## config.mk

```make
export PLATFORM = sky130hd
export DESIGN_NAME = clk_lock_supervisor
export DESIGN_NICKNAME = d
export VERILOG_FILES = /design/src/rtl/clk_lock_supervisor.sv
export SDC_FILE = /design/constraint.sdc
export NUM_CORES = 1
export LEC_CHECK = 0
export CAP_MARGIN = 20
export CORE_MARGIN = 2
export CORE_UTILIZATION = 35
export CTS_BUF_LIST = sky130_fd_sc_hd__clkbuf_4
export DETAILED_ROUTE_END_ITERATION = 6
export SYNTH_ARGS = -nofsm -noshare
export SYNTH_HDL_FRONTEND = slang
export SYNTH_SLANG_ARGS = --single-unit
```

## constraint.sdc

```tcl
create_clock -name clk -period 5.1 [get_ports clk]
set_clock_uncertainty 0.15 [all_clocks]
set_input_delay 1.02 -clock clk [delete_from_list [all_inputs] [get_ports clk]]
set_output_delay 1.02 -clock clk [all_outputs]
set_load 0.01 [all_outputs]
```

## src/rtl/clk_lock_supervisor.sv

```systemverilog
// Per-channel clock generator reset sequencer and LOCKED qualifier with ready/fault reporting.
// Build option: define CLKSUP_AUTORETRY_EN for bounded automatic re-reset on lock loss or timeout.
module clk_lock_supervisor #(
  parameter int N_CH          = 2,
  parameter int RST_CYCLES    = 16,
  parameter int STABLE_CYCLES = 1024,
  parameter int LOCK_TIMEOUT  = 100000,
  parameter int MAX_RETRIES   = 7,
  parameter int CNT_W         = 20,
  parameter int RETRY_W       = 4
) (
  input  logic                    clk,
  input  logic                    reset,
  input  logic [N_CH-1:0]         locked_in,
  input  logic [N_CH-1:0]         restart,
  output logic [N_CH-1:0]         mmcm_rst,
  output logic [N_CH-1:0]         ready,
  output logic                    all_ready,
  output logic [N_CH-1:0]         fault,
  output logic [N_CH*RETRY_W-1:0] retry_cnt
);

  typedef enum logic [2:0] {
    ST_RESET_PULSE,
    ST_WAIT_LOCK,
    ST_STABLE,
    ST_READY,
    ST_FAULT
  } state_t;

  localparam logic [CNT_W-1:0]   RST_LAST     = CNT_W'(RST_CYCLES - 1);
  localparam logic [CNT_W-1:0]   STABLE_LAST  = CNT_W'(STABLE_CYCLES - 1);
  localparam logic [CNT_W-1:0]   TIMEOUT_LAST = CNT_W'(LOCK_TIMEOUT - 1);
  localparam logic [RETRY_W-1:0] RETRY_MAX    = RETRY_W'(MAX_RETRIES);

`ifdef CLKSUP_AUTORETRY_EN
  localparam bit AUTO_RETRY = 1'b1;
`else
  localparam bit AUTO_RETRY = 1'b0;
`endif

  logic all_ready_q, all_ready_d;

  for (genvar g = 0; g < N_CH; g++) begin : g_ch
    logic [1:0]         sync_q, sync_d;
    logic               locked_s;
    state_t             state_q, state_d;
    logic [CNT_W-1:0]   timer_q, timer_d;
    logic [RETRY_W-1:0] retry_q, retry_d;
    logic               mmcm_rst_q, mmcm_rst_d;
    logic               ready_q, ready_d;
    logic               fault_q, fault_d;
    logic               take_failure;

    assign locked_s = sync_q[1];

    always_comb begin
      sync_d       = {sync_q[0], locked_in[g]};
      state_d      = state_q;
      timer_d      = timer_q;
      retry_d      = retry_q;
      take_failure = 1'b0;

      case (state_q)
        ST_RESET_PULSE: begin
          if (timer_q == RST_LAST) begin
            state_d = ST_WAIT_LOCK;
            timer_d = '0;
          end else begin
            timer_d = timer_q + 1'b1;
          end
        end
        ST_WAIT_LOCK: begin
          if (locked_s) begin
            state_d = ST_STABLE;
            timer_d = '0;
          end else if (timer_q == TIMEOUT_LAST) begin
            take_failure = 1'b1;
          end else begin
            timer_d = timer_q + 1'b1;
          end
        end
        // A dropout always wins over the window completing in the same cycle.
        ST_STABLE: begin
          if (!locked_s) begin
            state_d = ST_WAIT_LOCK;
            timer_d = '0;
          end else if (timer_q == STABLE_LAST) begin
            state_d = ST_READY;
            timer_d = '0;
          end else begin
            timer_d = timer_q + 1'b1;
          end
        end
        ST_READY: begin
          if (!locked_s) begin
            take_failure = 1'b1;
          end
        end
        ST_FAULT: begin
          state_d = ST_FAULT;
        end
        default: begin
          state_d = ST_RESET_PULSE;
          timer_d = '0;
        end
      endcase

      // The retry count only advances below its limit, so it can never wrap.
      if (take_failure) begin
        timer_d = '0;
        if (!AUTO_RETRY || (retry_q >= RETRY_MAX)) begin
          state_d = ST_FAULT;
        end else begin
          state_d = ST_RESET_PULSE;
          retry_d = retry_q + 1'b1;
        end
      end

      if (restart[g]) begin
        state_d = ST_RESET_PULSE;
        timer_d = '0;
        retry_d = '0;
      end

      mmcm_rst_d = (state_d == ST_RESET_PULSE);
      ready_d    = (state_d == ST_READY);
      fault_d    = (state_d == ST_FAULT);
    end

    always_ff @(posedge clk or posedge reset) begin
      if (reset) begin
        sync_q     <= '0;
        state_q    <= ST_RESET_PULSE;
        timer_q    <= '0;
        retry_q    <= '0;
        mmcm_rst_q <= 1'b1;
        ready_q    <= 1'b0;
        fault_q    <= 1'b0;
      end else begin
        sync_q     <= sync_d;
        state_q    <= state_d;
        timer_q    <= timer_d;
        retry_q    <= retry_d;
        mmcm_rst_q <= mmcm_rst_d;
        ready_q    <= ready_d;
        fault_q    <= fault_d;
      end
    end

    assign mmcm_rst[g]                      = mmcm_rst_q;
    assign ready[g]                         = ready_q;
    assign fault[g]                         = fault_q;
    assign retry_cnt[g*RETRY_W +: RETRY_W]  = retry_q;
  end

  always_comb begin
    all_ready_d = &ready;
  end

  always_ff @(posedge clk or posedge reset) begin
    if (reset) begin
      all_ready_q <= 1'b0;
    end else begin
      all_ready_q <= all_ready_d;
    end
  end

  assign all_ready = all_ready_q;

endmodule

```

Word level (Yosys, flattened, before mapping)
Index checks and enable logic that the tools add are counted.
{ "word_totals": {"reg_bits": 57} }
{ "classes": {"n_reduce_logical": 9, "n_mux": 38, "eq_ne": 22, "addsub": 2} }
{ "op_table": {"columns": ["cell", "count"], "rows": [
  ["$mux 20", 14],
  ["$pmux 20 s4", 2],
  ["$add 20x1->20 const B", 2],
  ["$eq 20x10->1 const B", 2],
  ["$eq 20x17->1 const B", 2],
  ["$eq 20x4->1 const B", 2],
  ["$mux 3", 12],
  ["$pmux 3 s5", 2],
  ["$eq 3x2->1 const B", 6],
  ["$eq 3x3->1 const B", 4],
  ["$logic_not 3->1", 4],
  ["$ne 5x5->1 const B", 2],
  ["$eq 3x1->1 const B", 2],
  ["$mux 1", 6],
  ["$ne 3x1->1 const B", 2],
  ["$reduce_and 2->1", 3],
  ["$pmux 1 s2", 2],
  ["$reduce_or 2->1", 2]
]} }

Longest topological paths before layout
Gate-level depths: netlist (run 1).
{ "depth": {"depth_word": 7, "mapped_depth": 9, "depth_no_buf": 7} }

Least setup slack after synthesis (run 1)
No wires, ideal clock.
{ "synth_timing": {"path_kind": "input -> register", "from": "in restart[0]", "to": "reg g_ch[0].timer_q[14]", "path_stages": 6, "setup_slack_ps": 2643, "arrival_ps": 2225, "t_required_ps": 4868, "cell_sequence": "a2111oi_0 o31ai_2 a21boi_2 buf_2 a21oi_1 o22ai_1"} }
{ "synth_via": {"elab_chain_len": 2, "elab_cells_between_ends": 4, "classes_between": "eq/ne: 2; mux: 1; reduce/logical: 1"} }
{ "synth_lines": {"columns": ["element", "line_no", "rtl"], "rows": [
  ["start, declared", "15", "input logic [N_CH-1:0] restart,"],
  ["$ne 5x5->1 (no line) or $ne 3x1->1 (tied branches)", null, null],
  ["$reduce_and 2->1 (no line)", null, null],
  ["end signal, assigned", "143", "timer_q <= timer_d;"],
  ["end, declared", "48", "logic [CNT_W-1:0] timer_q, timer_d;"]
]} }
Several ways; a longest one is shown, not always the timed one.
A chain may end at the register's enable or synchronous reset.

Worst setup path after layout (run 1)
{ "layout_timing": {"from": "in restart[0]", "to": "reg g_ch[0].timer_q[17]"} }
The elaborated chain is that of the path after synthesis.

==> results by group, run 1 <==
Clock tree
  • Post-CTS Setup Bufs: 0
  • Clock tree sinks: between 50 and 60
  • Clk_lat worst skew: 0.40 ns
  • Clk buf depth: 2
  • Hold buffer count at cts: 0
  • CTS H-tree depth: 3
  • # resized after CTS: 0
  • CTS buffer count: 9
  • Clk root buf: clkbuf_4
  • Clock transition at path regs: ~0.10 ns
  • CTS tree: done

Synthesis
  • Synthesized area: approximately 3300 sq um
  • Seq cells post-synth: 57
  • Top cell type's share of synthesized area: 0.416
  • Simple-Gate Fraction of Synth Area: 0.259
  • Ys flop type: dfrtp_1
  • Xor/xnor share of the synthesized area: 0.00795
  • Syn Inst Count: between 300 and 400
  • Largest family of logic cells by synthesized area: simple AND/OR/NAND/NOR gates
  • Register area share after synthesis: 0.432
  • Ys async rst share: 1.00
  • Ys Warns: 0
  • Compound-Gate Fraction of Synth Area: 0.202
  • Area contributors post-synth: dfrtp_1, nand2_1, o21ai_0
  • Post-Syn Area per Cell: approximately 9 sq um
  • Mux cell area share after synthesis: 0.0212
  • Area leader, netlist: dfrtp_1
  • Netlist cell types: between 60 and 70
  • Synth Area in Adders: 0.00757
  • Number of synthesized flops with an enable pin: 0

Pwr
  • Leak pwr: 1.54 nW
  • Power Density: roughly 240 nW/um^2
  • Max rail drop VDD: 0.000156 V

Timing
  • Final Hold Vio Count: 0
  • RSZ-0062 raised after global routing: no
  • Pins over their slew limit: 0
  • Hold Slack: between 0.2 and 0.25 ns
  • Slew HR: 0.476
  • Fin Setup TNS: 0 ns
  • Period utilization: 0.584
  • Fmax: 336 MHz
  • Final setup viols: 0
  • Final worst path period need: ~3.0 ns
  • Least-Margin Pin Slew: 0.782 ns

Routing
  • Avg WL per Cell: approximately 14 microns
  • DRT Pass-1 Iters: 4
  • Antenna Violating Nets Remaining: 0
  • DRT iter0 DRCs: between 100 and 150
  • Drt via density: around 5.4
  • Residual DRC count: 0
  • Via count: 2666
  • Routed wire length: 6.75 mm

GRT
  • First-pass GRT wire length: approximately 12 mm
  • Remaining Overflow, GRT: 0
  • Largest net degree at the start of global routing: between 40 and 50
  • All-Layer GR Usage: 0.145
  • Vias in the first global route: 2479
  • Initial antenna violation count: 0

Cells and area
  • Final std cells w/o fill: about 490
  • Nets@finish: about 380
  • Area growth, synth to finish: 8.74%
  • Share of cells above drive strength 1: 0.0947
  • Antenna cell count: 0
  • Fill cells: between 900 and 1k

Floorplan
  • Num rows: 35
  • Die W: roughly 100 microns
  • Initial Util: 0.359
  • IO Count: 21
  • Die ar.: between 10000 and 15000 sq um
  • Height of the die: 101 microns
  • Core area: 9200 sq um

Worst hold path
  • Worst min-delay path class: reg -> reg

Worst setup path
  • CP Capture Type: register
  • Crit-path cells: clkdlybuf4s50_1 -> a2111oi_0 -> o31ai_2 -> a21boi_2 -> and3_1 -> a211o_1
  • CP max stage cell: a21boi_2
  • Delay-heaviest family, CP: compound AO/OA/AOI/OAI gates
  • Required time worst endpoint: between 5 and 6 ns
  • CP Max Fanout: 17
  • CP Class: in -> reg
  • Worst setup SP type: input pin
  • CP max stage delay: between 0.6 and 0.7 ns
  • Crit path buf inv count: 1
  • Worst EP arrival: 3.17 ns

Placed design
  • # placed instances: 475
  • Placed wire-length estimate: around 4.7 mm
  • RePlAce Congestion: approximately 0.8
  • Port buffer count: 12

Run status
  • Status: finished clean

Run
  • MaxCap Viol Count: 0
[final timing paths]
kind	depth (start not counted)	slack [ns]	startpoint	endpoint
max	6	2.12	restart[0]	g_ch[0].timer_q[17]$_DFFE_PP0P_
min	0	0.21	g_ch[1].sync_q[0]$_DFF_PP0_	g_ch[1].sync_q[1]$_DFF_PP0_
max reg2reg	7	2.37	g_ch[0].timer_q[0]$_DFFE_PP0P_	g_ch[0].timer_q[17]$_DFFE_PP0P_
min reg2reg	0	0.21	g_ch[1].sync_q[0]$_DFF_PP0_	g_ch[1].sync_q[1]$_DFF_PP0_
max in group asynchronous	3	3.21	reset	g_ch[1].timer_q[16]$_DFFE_PP0P_
min in group asynchronous	2	0.72	reset	all_ready$_DFF_PP0_
[where the power goes]
part | leakage (nW) | switching (mW) | total [mW] | internal [mW]
logic | 0.680 | 0.0283 | 0.0422 | 0.0139
registers | 0.775 | 0.00672 | 0.464 | 0.457
clock network | 0.0808 | 0.169 | 0.363 | 0.194
total | 1.54 | 0.204 | 0.869 | 0.665
[flip-flops by register name, indices dropped and copies added, names as in the netlist]
register / flops
g_ch.timer_q: 40
g_ch.state_q: 6
g_ch.sync_q: 4
g_ch.fault_q: 2
g_ch.mmcm_rst_q: 2
g_ch.ready_q: 2
all_ready: 1
[synthesized netlist by cell type, types with 5 or more instances]
cell,instances
nor4_1,5
nand3_1,20
nand2_1,42
a21oi_1,22
nor2_1,25
a22o_1,7
and2_1,6
nor3_1,16
inv_1,14
or3_1,6
clkbuf_1,5
and3_1,13
a21o_1,9
nand4_1,10
buf_2,5
mux2i_1,7
o21ai_0,30
buf_4,16
dfrtp_1,55
[cell families (layout without fill, tap and decap cells)]
family	count (synthesis)	count (layout)
AO/OA/AOI/OAI	96	96
XOR/XNOR	3	3
adder cells (fa/ha/maj)	2	2
buffers and inverters	41	45
flip-flops	57	57
multiplexers	7	7
other	1	8
AND/OR/NAND/NOR	162	162
[metal layers]
layer | vias up | wire length (microns) | part of all wire | global-route usage
met2 | 46 | 3190 | 0.47 | 0.234
met3 | 6 | 277 | 0.041 | 0.0455
met5 | - | 0 | 0 | 0
met1 | 1262 | 3230 | 0.48 | 0.193
met4 | 0 | 52 | 0.0077 | 0.0281
li1 | 1352 | - | - | -
[final cells by class]
cell class              count  area [sq um]  area share
multi-input cells         278          1680       0.467
repair buffers             15           143      0.0397
well taps                 111           139      0.0386
clock buffers               9          67.6      0.0188
inverters                  14          52.6      0.0146
flip-flops and latches     57          1430       0.397
clock inverters             7          85.1      0.0237
[cell usage in the layout, fill, tap and decap left out, types with 3 or more instances in the layout]
master / Yosys / layout
clkdlybuf4s50_1: 0 / 12
a211oi_1: 3 / 3
buf_4: 16 / 3
conb_1: 1 / 8
o31ai_1: 3 / 3
nand2_1: 42 / 42
nand3_1: 20 / 20
nor3_1: 16 / 16
mux2i_1: 7 / 7
a21o_1: 9 / 9
nor4_1: 5 / 5
nand4_1: 10 / 10
clkbuf_4: 0 / 9
and2_1: 6 / 6
o21ai_0: 30 / 30
inv_1: 14 / 13
a22o_1: 7 / 7
a21oi_1: 22 / 21
dfrtp_1: 55 / 55
and4_1: 3 / 3
and3_1: 13 / 13
nor2_1: 25 / 25
or3_1: 6 / 6
[stage by stage]
| stage | total power [mW] | setup slack [ns] | instance area (sq um) | utilization |
|---|---|---|---|---|
| after global routing | 0.914 | 1.86 | 3590 | 0.391 |
| after CTS | 0.883 | 2.18 | 3590 | 0.391 |
| final | 0.869 | 2.12 | 3590 | 0.391 |
| after global placement | 0.515 | 1.77 | 3440 | 0.374 |
| after detailed placement | 0.516 | 1.74 | 3440 | 0.374 |
| after floorplan | 0.506 | 2.53 | 3330 | - |
Power figures use the tool's default switching activity.
==> run 2, diff against run 1 <==
==> constraint.sdc (replaced) <==
create_clock -name clk -period 3.05 [get_ports clk]
set_clock_uncertainty 0.15 [all_clocks]
set_input_delay 0.61 -clock clk [delete_from_list [all_inputs] [get_ports clk]]
set_output_delay 0.61 -clock clk [all_outputs]
set_load 0.01 [all_outputs]
==> results by group, run 2 (synthesis gave the netlist of run 1 again) <==
Run status
  • Status: finished clean

Cells and area
  • Commonest cells after routing, fill and taps aside: dfrtp_1, nand2_1, o21ai_0
  • Commonest non-fill, non-tap cell in the layout: dfrtp_1
  • Biggest regs: g_ch.timer_q: 40 flops, g_ch.state_q: 6 flops, g_ch.sync_q: 4 flops
  • Area growth, synth to finish: 8.29%
  • Biggest register: g_ch.timer_q
  • Non-Filler Cell Area, Final: 3580 sq um (-0.42%)
  • Max FFs per register: 40 (unchanged)
  • Share of cells above drive strength 1: 0.0971 (+0.00238)
  • Antenna cell count: 0 (unchanged)
  • Nets@finish: 384 (+0.26%)
  • Fill cells: 930 (+0.43%)
  • Fin util: 0.389 (-0.00163)

GRT
  • Vias in the first global route: 2487 (+0.32%)
  • Remaining Overflow, GRT: 0 (unchanged)
  • M1 GR Usage: 0.186 (-0.00673)
  • Met2 Use GR: 0.235 (+0.000509)
  • Met3 Use GR: 0.0449 (-0.000690)
  • All-Layer GR Usage: 0.143 (-0.00144)
  • First-pass GRT wire length: 11.7 mm (-2.0%)
  • Initial antenna violation count: 0 (unchanged)
  • GRT busiest layer: met2
  • Largest net degree at the start of global routing: 58 (+32%)

Placed design
  • Place WS: 0.230 ns (-1.51 ns)
  • Placed inst area: 3470 sq um (+0.95%)
  • RePlAce Congestion: 0.773 (-4.6%)
  • Placed wire-length estimate: 4.57 mm (-2.0%)
  • Port buffer count: 12 (unchanged)

Floorplan
  • Initial Util: 0.359 (unchanged)
  • Height of the die: 101 microns (unchanged)
  • IO Count: 21 (unchanged)
  • Core area: 9200 sq um (unchanged)
  • Num rows: 35 (unchanged)
  • Die ar.: 10200 sq um (unchanged)
  • Die W: 101 microns (unchanged)

Timing
  • Final Hold Vio Count: 0 (unchanged)
  • Period utilization: 0.866
  • Slew HR: 0.629 (+0.154)
  • Setup ws final: 0.409 ns (-1.71 ns)
  • Final worst path period need: 2.64 ns
  • RSZ-0062 raised after global routing: no
  • Fin Setup TNS: 0 ns (unchanged)
  • Least-Margin Pin Slew: 0.542 ns (-0.240 ns)
  • Pins over their slew limit: 0 (unchanged)
  • Final setup viols: 0 (unchanged)
  • Fmax: around 380 MHz

Worst setup path
  • CP endpoint: g_ch[1].timer_q[11]$_DFFE_PP0P_
  • Reg2Reg Setup Slack: 0.41 ns (-1.96 ns)
  • CP Class: reg -> reg
  • Reg2Reg Launch Point: g_ch[1].timer_q[14]$_DFFE_PP0P_
  • CP Capture Type: register
  • Register-to-Register Path Depth: 6 (-1)
  • Critical path origin: g_ch[1].timer_q[14]$_DFFE_PP0P_
  • Worst EP arrival: 2.76 ns (-0.41 ns)
  • Worst r2r dst: g_ch[1].timer_q[11]$_DFFE_PP0P_
  • Crit-path cells: nor4_1 -> nand4_1 -> o21ai_2 -> a21o_1 -> or3_1 -> o21ai_0
  • CP max stage cell: nor4_1
  • CP max stage delay: 0.51 ns (-0.16 ns)
  • Required time worst endpoint: 3.17 ns (-2.12 ns)
  • CP Max Fanout: 13 (-4)
  • Worst setup SP type: register

Pwr
  • Power Density: 361 nW/um^2 (+49%)
  • Max rail drop VDD: 0.000190 V (+22%)
  • Leak pwr: 1.52 nW (-0.79%)

Routing
  • DRT Pass-1 Iters: 4 (unchanged)
  • Residual DRC count: 0 (unchanged)
  • Avg WL per Cell: 13.7 microns (about the same)
  • Antenna Violating Nets Remaining: 0 (unchanged)
  • Via count: 2713 (+1.8%)
  • DRT iter0 DRCs: 91 (-34%)
  • Drt via density: 5.51 (+1.6%)
  • Routed wire length: 6.76 mm (+0.13%)

Clock tree
  • CTS buffer count: 9 (unchanged)
  • Clk root buf: clkbuf_4
  • Hold buffer count at cts: 0 (unchanged)
  • CTS tree: done
  • CTS H-tree depth: 3 (unchanged)
  • Post-CTS Setup Bufs: 0 (unchanged)
  • Clock transition at path regs: 0.10 ns (about the same)
  • Clk buf depth: 2 (unchanged)
  • # resized after CTS: 0 (unchanged)
  • Clk_lat worst skew: 0.40 ns (about the same)
  • Clock tree sinks: 57 (unchanged)

Worst hold path
  • Worst min-delay path class: reg -> reg

Run
  • MaxCap Viol Count: 0 (unchanged)
==> run 2: cell count changes in the layout (fill, tap and decap cells not counted) <==
| cell | change |
|---|---|
| buf_12 | +2 |
| bufinv_16 | -2 |
| buf_4 | -1 |
| clkinv_2 | +1 |
| clkinvlp_4 | +1 |
==> run 2: how the worst min path moves through the flow <==
| stage | cells past startpoint | slack [ns] | end | start |
|---|---|---|---|---|
| 6_report | 0 | 0.21 | g_ch[1].sync_q[1]$_DFF_PP0_ | g_ch[1].sync_q[0]$_DFF_PP0_ |
| 5_1_grt | 0 | 0.22 | g_ch[1].sync_q[1]$_DFF_PP0_ | g_ch[1].sync_q[0]$_DFF_PP0_ |
| 4_1_cts | 0 | 0.21 | g_ch[1].sync_q[1]$_DFF_PP0_ | g_ch[1].sync_q[0]$_DFF_PP0_ |
| 3_5_place_dp | 0 | 0.19 | g_ch[1].sync_q[1]$_DFF_PP0_ | g_ch[1].sync_q[0]$_DFF_PP0_ |
| 3_3_place_gp | 0 | 0.18 | g_ch[0].sync_q[1]$_DFF_PP0_ | g_ch[0].sync_q[0]$_DFF_PP0_ |
| 2_1_floorplan | 0 | 0.18 | g_ch[0].sync_q[1]$_DFF_PP0_ | g_ch[0].sync_q[0]$_DFF_PP0_ |
==> run 2: final cells by class <==
| cell class | instances | area, sq um | share of cell area |
|---|---|---|---|
| multi-input cells | 278 | 1680 | 0.469 |
| flip-flops and latches | 57 | 1430 | 0.399 |
| repair buffers | 16 | 175 | 0.0489 |
| well taps | 111 | 139 | 0.0388 |
| clock buffers | 9 | 67.6 | 0.0189 |
| inverters | 14 | 52.6 | 0.0147 |
| clock inverters | 7 | 37.5 | 0.0105 |
==> run 2: stage by stage <==
step                instances  hold slack, ns  power [mW]
CTS                       492           0.210        1.32
finish                    492           0.205        1.29
global route              492           0.218        1.37
global placement          476           0.183       0.864
floorplan                 376           0.181       0.847
detailed placement        476           0.186       0.866
==> run 2: worst max-delay path, delay by kind of cell (launching register included) <==
kind               cells  cell delay (ns)
AOI/OAI and AO/OA      3             0.87
DFF                    1             0.44
and+or+nand+nor        3             1.05
==> run 2: layer usage <==
layer  vias up  part of all wire
met5         -                 0
met4         0            0.0075
met3         5             0.041
met2        36              0.49
met1      1317              0.47
li1       1355                 -
==> run 2: where the power goes <==
group          leakage, nW  internal, mW  switching (mW)
logic                0.692        0.0261          0.0477
clock network       0.0566         0.157           0.284
registers            0.775         0.765          0.0112
total                 1.52         0.948           0.343
==> run 3, diff against run 2 <==
--- a/config.mk
+++ b/config.mk
@@ -13,3 +13,4 @@
 export SYNTH_ARGS = -nofsm -noshare
 export SYNTH_HDL_FRONTEND = slang
 export SYNTH_SLANG_ARGS = --single-unit
+export TNS_END_PERCENT = 1
==> results of run 3 <==
Final layout, timing and power as in run 2 (identical DEF).
